==> src/rtl/line_memory_adapter_pkg.sv <==
// Shared definitions for the line memory adapter.
//   - Message codes used on both the cache side and the word-wide memory side.
//   - log2 helper used to size the word-offset field of a line address.
//   - FSM state encoding for the adapter.
package line_memory_adapter_pkg;

    localparam int MSG_BITS = 4;

    localparam logic [MSG_BITS-1:0] NO_REQ   = 4'd0;
    localparam logic [MSG_BITS-1:0] R_REQ    = 4'd1;
    localparam logic [MSG_BITS-1:0] WB_REQ   = 4'd2;
    localparam logic [MSG_BITS-1:0] MEM_RESP = 4'd3;

    // Ceiling log2; exact for the power-of-two line sizes used here.
    function automatic int log2(input int value);
        int result;
        result = 0;
        for (int i = 0; (1 << i) < value; i++) begin
            result = i + 1;
        end
        return result;
    endfunction

    typedef enum logic [1:0] {
        IDLE,
        ISSUE,
        RESP
    } state_t;

endpackage

==> src/rtl/line_memory_adapter_if.sv <==
// Bundle of the adapter's cache-side and memory-side message buses.
//   cache_*_in  : line request from the last-level cache
//   cache_*_out : one-cycle line response back to the cache
//   mem_*_out   : single-word requests to the main memory controller
//   mem_*_in    : word responses from the main memory controller
// Modports:
//   slave  - the adapter itself
//   master - the surrounding environment (cache + memory controller)
interface line_memory_adapter_if #(
    parameter int DATA_WIDTH     = 32,
    parameter int ADDRESS_WIDTH  = 32,
    parameter int MSG_BITS       = 4,
    parameter int WORDS_PER_LINE = 4
);
    logic [MSG_BITS-1:0]                  cache_msg_in;
    logic [ADDRESS_WIDTH-1:0]             cache_address_in;
    logic [DATA_WIDTH*WORDS_PER_LINE-1:0] cache_data_in;
    logic [MSG_BITS-1:0]                  cache_msg_out;
    logic [ADDRESS_WIDTH-1:0]             cache_address_out;
    logic [DATA_WIDTH*WORDS_PER_LINE-1:0] cache_data_out;

    logic [MSG_BITS-1:0]                  mem_msg_out;
    logic [ADDRESS_WIDTH-1:0]             mem_address_out;
    logic [DATA_WIDTH-1:0]                mem_data_out;
    logic [MSG_BITS-1:0]                  mem_msg_in;
    logic [ADDRESS_WIDTH-1:0]             mem_address_in;
    logic [DATA_WIDTH-1:0]                mem_data_in;

    modport slave (
        input  cache_msg_in, cache_address_in, cache_data_in,
        output cache_msg_out, cache_address_out, cache_data_out,
        output mem_msg_out, mem_address_out, mem_data_out,
        input  mem_msg_in, mem_address_in, mem_data_in
    );

    modport master (
        output cache_msg_in, cache_address_in, cache_data_in,
        input  cache_msg_out, cache_address_out, cache_data_out,
        input  mem_msg_out, mem_address_out, mem_data_out,
        output mem_msg_in, mem_address_in, mem_data_in
    );

endinterface

==> src/rtl/line_memory_adapter.sv <==
// Line memory adapter: converts a cache-line read or write-back into
// WORDS_PER_LINE single-word memory transactions, reassembles read words
// into a line, and returns a single-cycle MEM_RESP to the cache.
// Ports:
//   clock - system clock
//   reset - synchronous, active-high; abandons any line in flight
//   bus   - cache-side and memory-side message buses (slave modport)
// All outputs are registered.
module line_memory_adapter
    import line_memory_adapter_pkg::*;
#(
    parameter int DATA_WIDTH     = 32,
    parameter int ADDRESS_WIDTH  = 32,
    parameter int MSG_BITS       = 4,
    parameter int WORDS_PER_LINE = 4
) (
    input logic                  clock,
    input logic                  reset,
    line_memory_adapter_if.slave bus
);

    localparam int OFFSET_BITS = log2(WORDS_PER_LINE);
    localparam int TAG_BITS    = ADDRESS_WIDTH - OFFSET_BITS;

    localparam logic [MSG_BITS-1:0] M_NO_REQ   = MSG_BITS'(NO_REQ);
    localparam logic [MSG_BITS-1:0] M_R_REQ    = MSG_BITS'(R_REQ);
    localparam logic [MSG_BITS-1:0] M_WB_REQ   = MSG_BITS'(WB_REQ);
    localparam logic [MSG_BITS-1:0] M_MEM_RESP = MSG_BITS'(MEM_RESP);
    localparam logic [OFFSET_BITS-1:0] LAST_WORD = OFFSET_BITS'(WORDS_PER_LINE - 1);

    state_t                                       state;
    logic                                         is_read;
    logic [TAG_BITS-1:0]                          line_tag;
    logic [WORDS_PER_LINE-1:0][DATA_WIDTH-1:0]    line;
    logic [WORDS_PER_LINE-1:0][DATA_WIDTH-1:0]    line_next;
    logic [OFFSET_BITS-1:0]                       cnt;
    logic [OFFSET_BITS-1:0]                       cnt_inc;

    // Response address is never checked and offset bits of the request
    // address are discarded; fold them here so they are visibly unused.
    logic unused_bits;
    assign unused_bits = ^{bus.mem_address_in, bus.cache_address_in[OFFSET_BITS-1:0]};

    assign cnt_inc = cnt + 1'b1;

    // Line contents including the word arriving this cycle, so the final
    // read word reaches cache_data_out on the same edge it is captured.
    always_comb begin
        line_next = line;
        if (is_read) begin
            line_next[cnt] = bus.mem_data_in;
        end
    end

    always_ff @(posedge clock) begin
        if (reset) begin
            state                 <= IDLE;
            is_read               <= 1'b0;
            line_tag              <= '0;
            line                  <= '0;
            cnt                   <= '0;
            bus.cache_msg_out     <= M_NO_REQ;
            bus.cache_address_out <= '0;
            bus.cache_data_out    <= '0;
            bus.mem_msg_out       <= M_NO_REQ;
            bus.mem_address_out   <= '0;
            bus.mem_data_out      <= '0;
        end else begin
            // Cache response is a one-cycle pulse; drop it unless re-armed below.
            bus.cache_msg_out     <= M_NO_REQ;
            bus.cache_address_out <= '0;
            bus.cache_data_out    <= '0;

            case (state)
                IDLE: begin
                    if (bus.cache_msg_in == M_R_REQ || bus.cache_msg_in == M_WB_REQ) begin
                        is_read             <= (bus.cache_msg_in == M_R_REQ);
                        line_tag            <= bus.cache_address_in[ADDRESS_WIDTH-1:OFFSET_BITS];
                        line                <= bus.cache_data_in;
                        cnt                 <= '0;
                        bus.mem_msg_out     <= bus.cache_msg_in;
                        bus.mem_address_out <= {bus.cache_address_in[ADDRESS_WIDTH-1:OFFSET_BITS],
                                                {OFFSET_BITS{1'b0}}};
                        bus.mem_data_out    <= (bus.cache_msg_in == M_WB_REQ) ?
                                               bus.cache_data_in[0 +: DATA_WIDTH] : '0;
                        state               <= ISSUE;
                    end
                end

                ISSUE: begin
                    // mem_* outputs hold until the controller answers.
                    if (bus.mem_msg_in == M_MEM_RESP) begin
                        line <= line_next;
                        if (cnt != LAST_WORD) begin
                            cnt                 <= cnt_inc;
                            bus.mem_address_out <= {line_tag, cnt_inc};
                            bus.mem_data_out    <= is_read ? '0 : line[cnt_inc];
                        end else begin
                            cnt                   <= '0;
                            bus.mem_msg_out       <= M_NO_REQ;
                            bus.mem_address_out   <= '0;
                            bus.mem_data_out      <= '0;
                            bus.cache_msg_out     <= M_MEM_RESP;
                            bus.cache_address_out <= {line_tag, {OFFSET_BITS{1'b0}}};
                            bus.cache_data_out    <= is_read ? line_next : '0;
                            state                 <= RESP;
                        end
                    end
                end

                // MEM_RESP pulse is visible during this state; cache inputs
                // are deliberately not sampled here.
                RESP: begin
                    state <= IDLE;
                end

                default: begin
                    state <= IDLE;
                end
            endcase
        end
    end

endmodule

==> src/flat_wrapper.sv <==
// flat-port wrapper written by rule: the top's interface ports become plain ports
module line_memory_adapter_flat import line_memory_adapter_pkg::*;
#(
    parameter int DATA_WIDTH     = 32,
    parameter int ADDRESS_WIDTH  = 32,
    parameter int MSG_BITS       = 4,
    parameter int WORDS_PER_LINE = 4
)
  (clock, reset, bus_cache_msg_in, bus_cache_address_in, bus_cache_data_in, bus_cache_msg_out, bus_cache_address_out, bus_cache_data_out, bus_mem_msg_out, bus_mem_address_out, bus_mem_data_out, bus_mem_msg_in, bus_mem_address_in, bus_mem_data_in);
  line_memory_adapter_if #(.DATA_WIDTH(DATA_WIDTH), .ADDRESS_WIDTH(ADDRESS_WIDTH), .MSG_BITS(MSG_BITS), .WORDS_PER_LINE(WORDS_PER_LINE)) bus_i ();
  input logic clock;
  input logic reset;
  input wire logic [$bits(bus_i.cache_msg_in)-1:0] bus_cache_msg_in;
  input wire logic [$bits(bus_i.cache_address_in)-1:0] bus_cache_address_in;
  input wire logic [$bits(bus_i.cache_data_in)-1:0] bus_cache_data_in;
  output wire logic [$bits(bus_i.cache_msg_out)-1:0] bus_cache_msg_out;
  output wire logic [$bits(bus_i.cache_address_out)-1:0] bus_cache_address_out;
  output wire logic [$bits(bus_i.cache_data_out)-1:0] bus_cache_data_out;
  output wire logic [$bits(bus_i.mem_msg_out)-1:0] bus_mem_msg_out;
  output wire logic [$bits(bus_i.mem_address_out)-1:0] bus_mem_address_out;
  output wire logic [$bits(bus_i.mem_data_out)-1:0] bus_mem_data_out;
  input wire logic [$bits(bus_i.mem_msg_in)-1:0] bus_mem_msg_in;
  input wire logic [$bits(bus_i.mem_address_in)-1:0] bus_mem_address_in;
  input wire logic [$bits(bus_i.mem_data_in)-1:0] bus_mem_data_in;
  assign bus_i.cache_msg_in = bus_cache_msg_in;
  assign bus_i.cache_address_in = bus_cache_address_in;
  assign bus_i.cache_data_in = bus_cache_data_in;
  assign bus_cache_msg_out = bus_i.cache_msg_out;
  assign bus_cache_address_out = bus_i.cache_address_out;
  assign bus_cache_data_out = bus_i.cache_data_out;
  assign bus_mem_msg_out = bus_i.mem_msg_out;
  assign bus_mem_address_out = bus_i.mem_address_out;
  assign bus_mem_data_out = bus_i.mem_data_out;
  assign bus_i.mem_msg_in = bus_mem_msg_in;
  assign bus_i.mem_address_in = bus_mem_address_in;
  assign bus_i.mem_data_in = bus_mem_data_in;
  line_memory_adapter #(.DATA_WIDTH(DATA_WIDTH), .ADDRESS_WIDTH(ADDRESS_WIDTH), .MSG_BITS(MSG_BITS), .WORDS_PER_LINE(WORDS_PER_LINE)) u_core (.clock(clock), .reset(reset), .bus(bus_i));
endmodule
==> config.mk <==
export PLATFORM = sky130hd
export DESIGN_NAME = line_memory_adapter_flat
export DESIGN_NICKNAME = d
export VERILOG_FILES = /design/src/rtl/line_memory_adapter_pkg.sv /design/src/rtl/line_memory_adapter_if.sv /design/src/rtl/line_memory_adapter.sv /design/src/flat_wrapper.sv
export SDC_FILE = /design/constraint.sdc
export NUM_CORES = 1
export LEC_CHECK = 0
export ABC_AREA = 1
export ABC_CLOCK_PERIOD_IN_PS = 3470
export BUFFER_PORTS_ARGS = -buffer_cell sky130_fd_sc_hd__buf_2
export CAP_MARGIN = 20
export CORE_ASPECT_RATIO = 0.7
export CORE_MARGIN = 10
export CORE_UTILIZATION = 59
export CTS_BUF_LIST = sky130_fd_sc_hd__clkbuf_4
export DETAILED_ROUTE_END_ITERATION = 8
export GPL_TIMING_DRIVEN = 1
export PLACE_DENSITY = 0.88
export SLEW_MARGIN = 20
export SYNTH_ARGS = -nofsm -noshare
export SYNTH_HDL_FRONTEND = slang
export SYNTH_SLANG_ARGS = --single-unit
export TNS_END_PERCENT = 1
==> constraint.sdc <==
create_clock -name clock -period 3.47 [get_ports clock]
set_input_delay 0.5205 -clock clock [delete_from_list [all_inputs] [get_ports clock]]
set_output_delay 0.5205 -clock clock [all_outputs]
set_load 0.01 [all_outputs]
Word level (Yosys, flattened, before mapping):

Index checks and enable logic that the tools add are counted.

* register bits after elaboration: 395
* output and inout bits: 232

* add/sub/neg operators: 1
* $lt $le $gt $ge: 3
* eq/ne operators: 8
* multiplexer cells: 32
* bitwise gates (word level): 3
* reduce and logical (&&, ||, !) cells: 11

Operators with widths (count)
* $mux 128: 3
* $mux 32: 10
* $pmux 128 s2: 1
* $bwmux 128: 1
* $pmux 32 s2: 2
* $bmux 32 s2: 1
* $demux 32 s2: 1
* $mux 2: 7
* $mux 4: 3
* $eq 4x2->1 const B: 2
* $pmux 2 s2: 2
* $pmux 4 s2: 1
* $lt 2x3->1 const B: 2
* $reduce_and 3->1: 2
* $reduce_or 5->1: 1
* $eq 4x1->1 const B: 1
* $ne 2x1->1 const B: 2
* $ne 2x2->1 const B: 2
* $reduce_and 4->1: 1
* $reduce_or 4->1: 1
* $not 1->1: 3
* $reduce_or 3->1: 1
* $add 2x1->2 const B: 1
* $eq 2x1->1 const B: 1
* other kinds (6): 6

Depth between registers and ports, before layout:

* depth after elaboration: 8
* depth in mapped cells: 13
* depth with buffers taken out: 9

Worst setup path after synthesis:

Ideal clock, no wire load.

* kind: reg-to-reg
* from: reg u_core.cnt[0]
* to: reg u_core.bus.mem_data_out[27]
* arrival: 2.109 ns
* required time: 3.406 ns
* setup slack: 1.297 ns
* stages on the path, launching flop included: 14
* cell sequence: dfxtp_1 inv_1 buf_2 buf_1 ha_1 clkbuf_1 inv_1 buf_1 nand3_1 nand2_1 nand2_1 nand2_1 nor2_1 nor2_1

* word-level cells in the longest chain between the ends: 7
* elaborated cells on any way between the ends: 8

Ends and longest elaborated chain
* from (decl): line line_memory_adapter.sv:36 `logic [OFFSET_BITS-1:0] cnt;`
* from (signal assigned): line line_memory_adapter.sv:95 `cnt <= cnt_inc;`
* $add 2x1->2: line line_memory_adapter.sv:44 `assign cnt_inc = cnt + 1'b1;`
* $bmux 32 s2: line line_memory_adapter.sv:97 `bus.mem_data_out <= is_read ? '0 : line[cnt_inc];`
* $mux 32 (implied by the code): line line_memory_adapter.sv:97
* $mux 32: line line_memory_adapter.sv:97
* $mux 32 *: line line_memory_adapter.sv:94 `if (cnt != LAST_WORD) begin`
* $mux 32 *: line line_memory_adapter.sv:92 `if (bus.mem_msg_in == M_MEM_RESP) begin`
* $pmux 32 s2 *: line line_memory_adapter.sv:74 `case (state)`
* to (signal assigned): line line_memory_adapter.sv:84 `bus.mem_data_out <= (bus.cache_msg_in == M_WB_REQ) ?`
* to (signal assigned): line line_memory_adapter.sv:97
* to (decl): line line_memory_adapter_if.sv:32 `output mem_msg_out, mem_address_out, mem_data_out,`

Every way passes the cells marked *; elsewhere a longest branch is shown, timed or not. The select of a mux whose other input is x is not followed.
A chain may end at the register's enable or synchronous reset.

Final worst setup path:

* from: reg u_core.cnt[0]
* to: reg u_core.line[0] in the netlist's numbering

* word-level cells in the longest chain between the ends: 8
* elaborated cells on any way between the ends: 9

Ends and longest elaborated chain
* $lt 2x3->1 (implied by the code) / $ge 2x1->1 (equally long branches): line line_memory_adapter.sv:51 `line_next[cnt] = bus.mem_data_in;`
* $logic_and 1x1->1 (implied by the code): line line_memory_adapter.sv:51
* $mux 32 (implied by the code): line line_memory_adapter.sv:51
* $demux 32 s2 *
* $bwmux 128 *: line line_memory_adapter.sv:51
* $mux 128 *: line line_memory_adapter.sv:50 `if (is_read) begin`
* $mux 128 *: line line_memory_adapter.sv:92
* $pmux 128 s2 *: line line_memory_adapter.sv:74
* to (signal assigned): line line_memory_adapter.sv:79 `line <= bus.cache_data_in;`
* to (signal assigned): line line_memory_adapter.sv:93 `line <= line_next;`
* to (decl): line line_memory_adapter.sv:34 `logic [WORDS_PER_LINE-1:0][DATA_WIDTH-1:0] line;`

Marked as above.

==> results.cfg <==
[global_routing]
grt.busiest_layer = met2
met2_usage = 0.4963
grt_usage = 0.3442
use_met1 = 0.4698
antenna_found_initial = 11
gr-total-overflow = 0
grt_max_degree = 257
grtUsageMet3 = 0.1086
grt_pass1_vias = 18721
grt_pass1_wl_um = 105100

[synth]
ys_ff_latch = 388
avgSynthCellArea_um2 = 6.403
yosysTopAreaCell = dfxtp_1
synthCells = 2806
synth_top_area_frac = 0.4323
netlist_area_um2 = 17970
synth_cell_types = 22
synth_most_common_cell = nand2_1
netlist_top_cells_area = dfxtp_1 (43%), nand2_1 (16%), nor2_1 (12%)
yosysWarnings = 0
synth_ff_type = dfxtp_1
seq_area_frac_synth = 0.4323
yosys-top-cells-count = nand2_1 (750), nor2_1 (584), dfxtp_1 (388), nand3_1 (287), inv_1 (258)
synth_edf_count = 0
synthArstFlopShare = 0

[cts]
postCtsResizedCells = 0
cts_sinks = 388
clkTransAtPathRegs_ps = 70
cts_tree = done
cts_hold_buffers = 0
cts_root_buf = clkbuf_4
cts_buffers = 92
clock_latency_ps = 770
clockBufferDepth = 3
post_cts_buffers = 0
cts_max_level = 3

[sta]
worst_slew_pin_slew_ps = 1066
hold_violations = 0
slew_headroom = 0.2894
max_freq_ghz = 0.3866
fin_crit_sh = 0.7455
finalSetupViolCount = 0
slew_violations = 0
setup_tns_ps = 0
rsz0062_at_grt = no
skew_ps = 50.85
worst_slack_ps = 883.1
min_period_ps = 2587

[placed_design]
post-place-ws_ps = 972.7
portBuffers = 427
dpl.hpwl_um = 47620
place_area_um2 = 20090
gp_congestion = 0.9654

[route]
totalWireLength_um = 69240
vias = 20212
initialDrtViolationCount = 3118
wl_per_cell_um = 18.99
drtPass1Iterations = 6
post-route-drc-count = 0
ant_nets = 0
vias_per_cell = 5.544

[hold_path]
worstHoldPathType = primary input to flip-flop

[floorplan]
pin_count = 466
initial_core_util = 0.5981
rows = 53
design.die.area_um2 = 37940
die-height_um = 166
fp.dieW_um = 228.6
coreArea_um2 = 30040

[final_layout]
final_cell_area_um2 = 21180
final_layout_size_suffix_gt1_frac = 0.1906
nets = 3401
syn_to_final_growth_pct = 17.86

[critical_path]
path_class = flip-flop to flip-flop
worstPathMaxFanout = 52
end_kind = flip-flop
crit_arrival_ps = 3230
crit_required_ps = 4110
setup.worst_path.start_class = flip-flop

[pwr]
leakage_nw = 11.73
ir_drop_mv = 0.2750
power.density_nw_per_um2 = 459.9

[job]
drv_cap = 0

[outcome]
status = finished clean
worst max-delay path, stage by stage (launching register included):
cell	delay [ps]
dfxtp_2	350
inv_2	300
ha_1	230
nand2_2	530
buf_4	440
o21ai_0	260
o21bai_1	110
nor2_1	160
nor2_1	50
flip-flops by register name, summed over array words and instances, names as in the netlist:
name / cells
u_core.bus.mem_msg_out: 4
u_core.is_read: 1
u_core.bus.cache_msg_out: 1
u_core.cnt: 1
u_core.state: 2
u_core.bus.mem_data_out: 32
u_core.bus.mem_address_out: 31
u_core.bus.cache_data_out: 128
u_core.bus.cache_address_out: 30
u_core.line: 128
u_core.line_tag: 30
routing by layer:
metal / vias up / wire length [µm]
li1: 9407 / -
met2: 1463 / 28940
met5: - / 56
met4: 8 / 2331
met1: 9141 / 27880
met3: 193 / 10030
placed cells by master, fill, tap and decap left out, drive strengths merged:
cell | netlist | routed
conb | 1 | 4
a21boi | 4 | 4
nand4 | 1 | 1
diode | 0 | 8
ha | 4 | 4
a21oi | 35 | 35
o21ai | 251 | 251
dfxtp | 388 | 388
o21bai | 32 | 32
inv | 261 | 265
buf | 101 | 462
clkinvlp | 0 | 1
clkbuf | 101 | 125
nand3 | 287 | 287
nand2 | 752 | 752
nor2 | 588 | 588
clkinv | 0 | 27
cells by family after synthesis:
kind of cell,after synthesis,synth area share
other,1,0.0002087
AOI/OAI and AO/OA,322,0.09534
adders and majority gates,4,0.002786
DFF,388,0.4323
buffers and inverters,463,0.1076
and+or+nand+nor,1628,0.3617
where the power goes:
part | internal, mW | switching [mW]
clock | 1.67 | 1.87
combinational | 0.501 | 1.02
sequential | 4.61 | 0.0631
total | 6.78 | 2.96
area by class of cell:
type                    count  area [µm²]
diodes                      8       20.02
clock inverters            32       127.6
multi-input cells        1958        8315
well taps                 412       515.5
clock buffers             125       938.4
repair buffers            462        2500
fillers                  2559        8865
flip-flops and latches    388        7769
inverters                 261       989.7
per-stage QoR:
step | utilization | total power [mW] | instances | hold WS (ps)
final | 0.7049 | 9.739 | 3646 | 47.40
after global routing | 0.7048 | 10.12 | 3645 | 15.68
after CTS | 0.7042 | 9.672 | 3638 | 10.13
after detailed placement | 0.6687 | 6.235 | 3481 | 439.2
after global placement | 0.6687 | 6.182 | 3481 | 429.4
after floorplan | - | 5.726 | 2809 | 418.2
worst paths after layout:
kind	from	end	slack [ps]	cells past startpoint
worst max-delay path	u_core.cnt[0]	u_core.line[0]	880	8
worst min register to register	u_core.line_tag[26]	u_core.bus.cache_address_out[28]	440	2
worst min-delay path	bus_cache_address_in[18]	u_core.line_tag[16]	50	3
worst max register to register	u_core.cnt[0]	u_core.line[0]	880	8
Note: power is estimated with default switching activity, not from simulation.
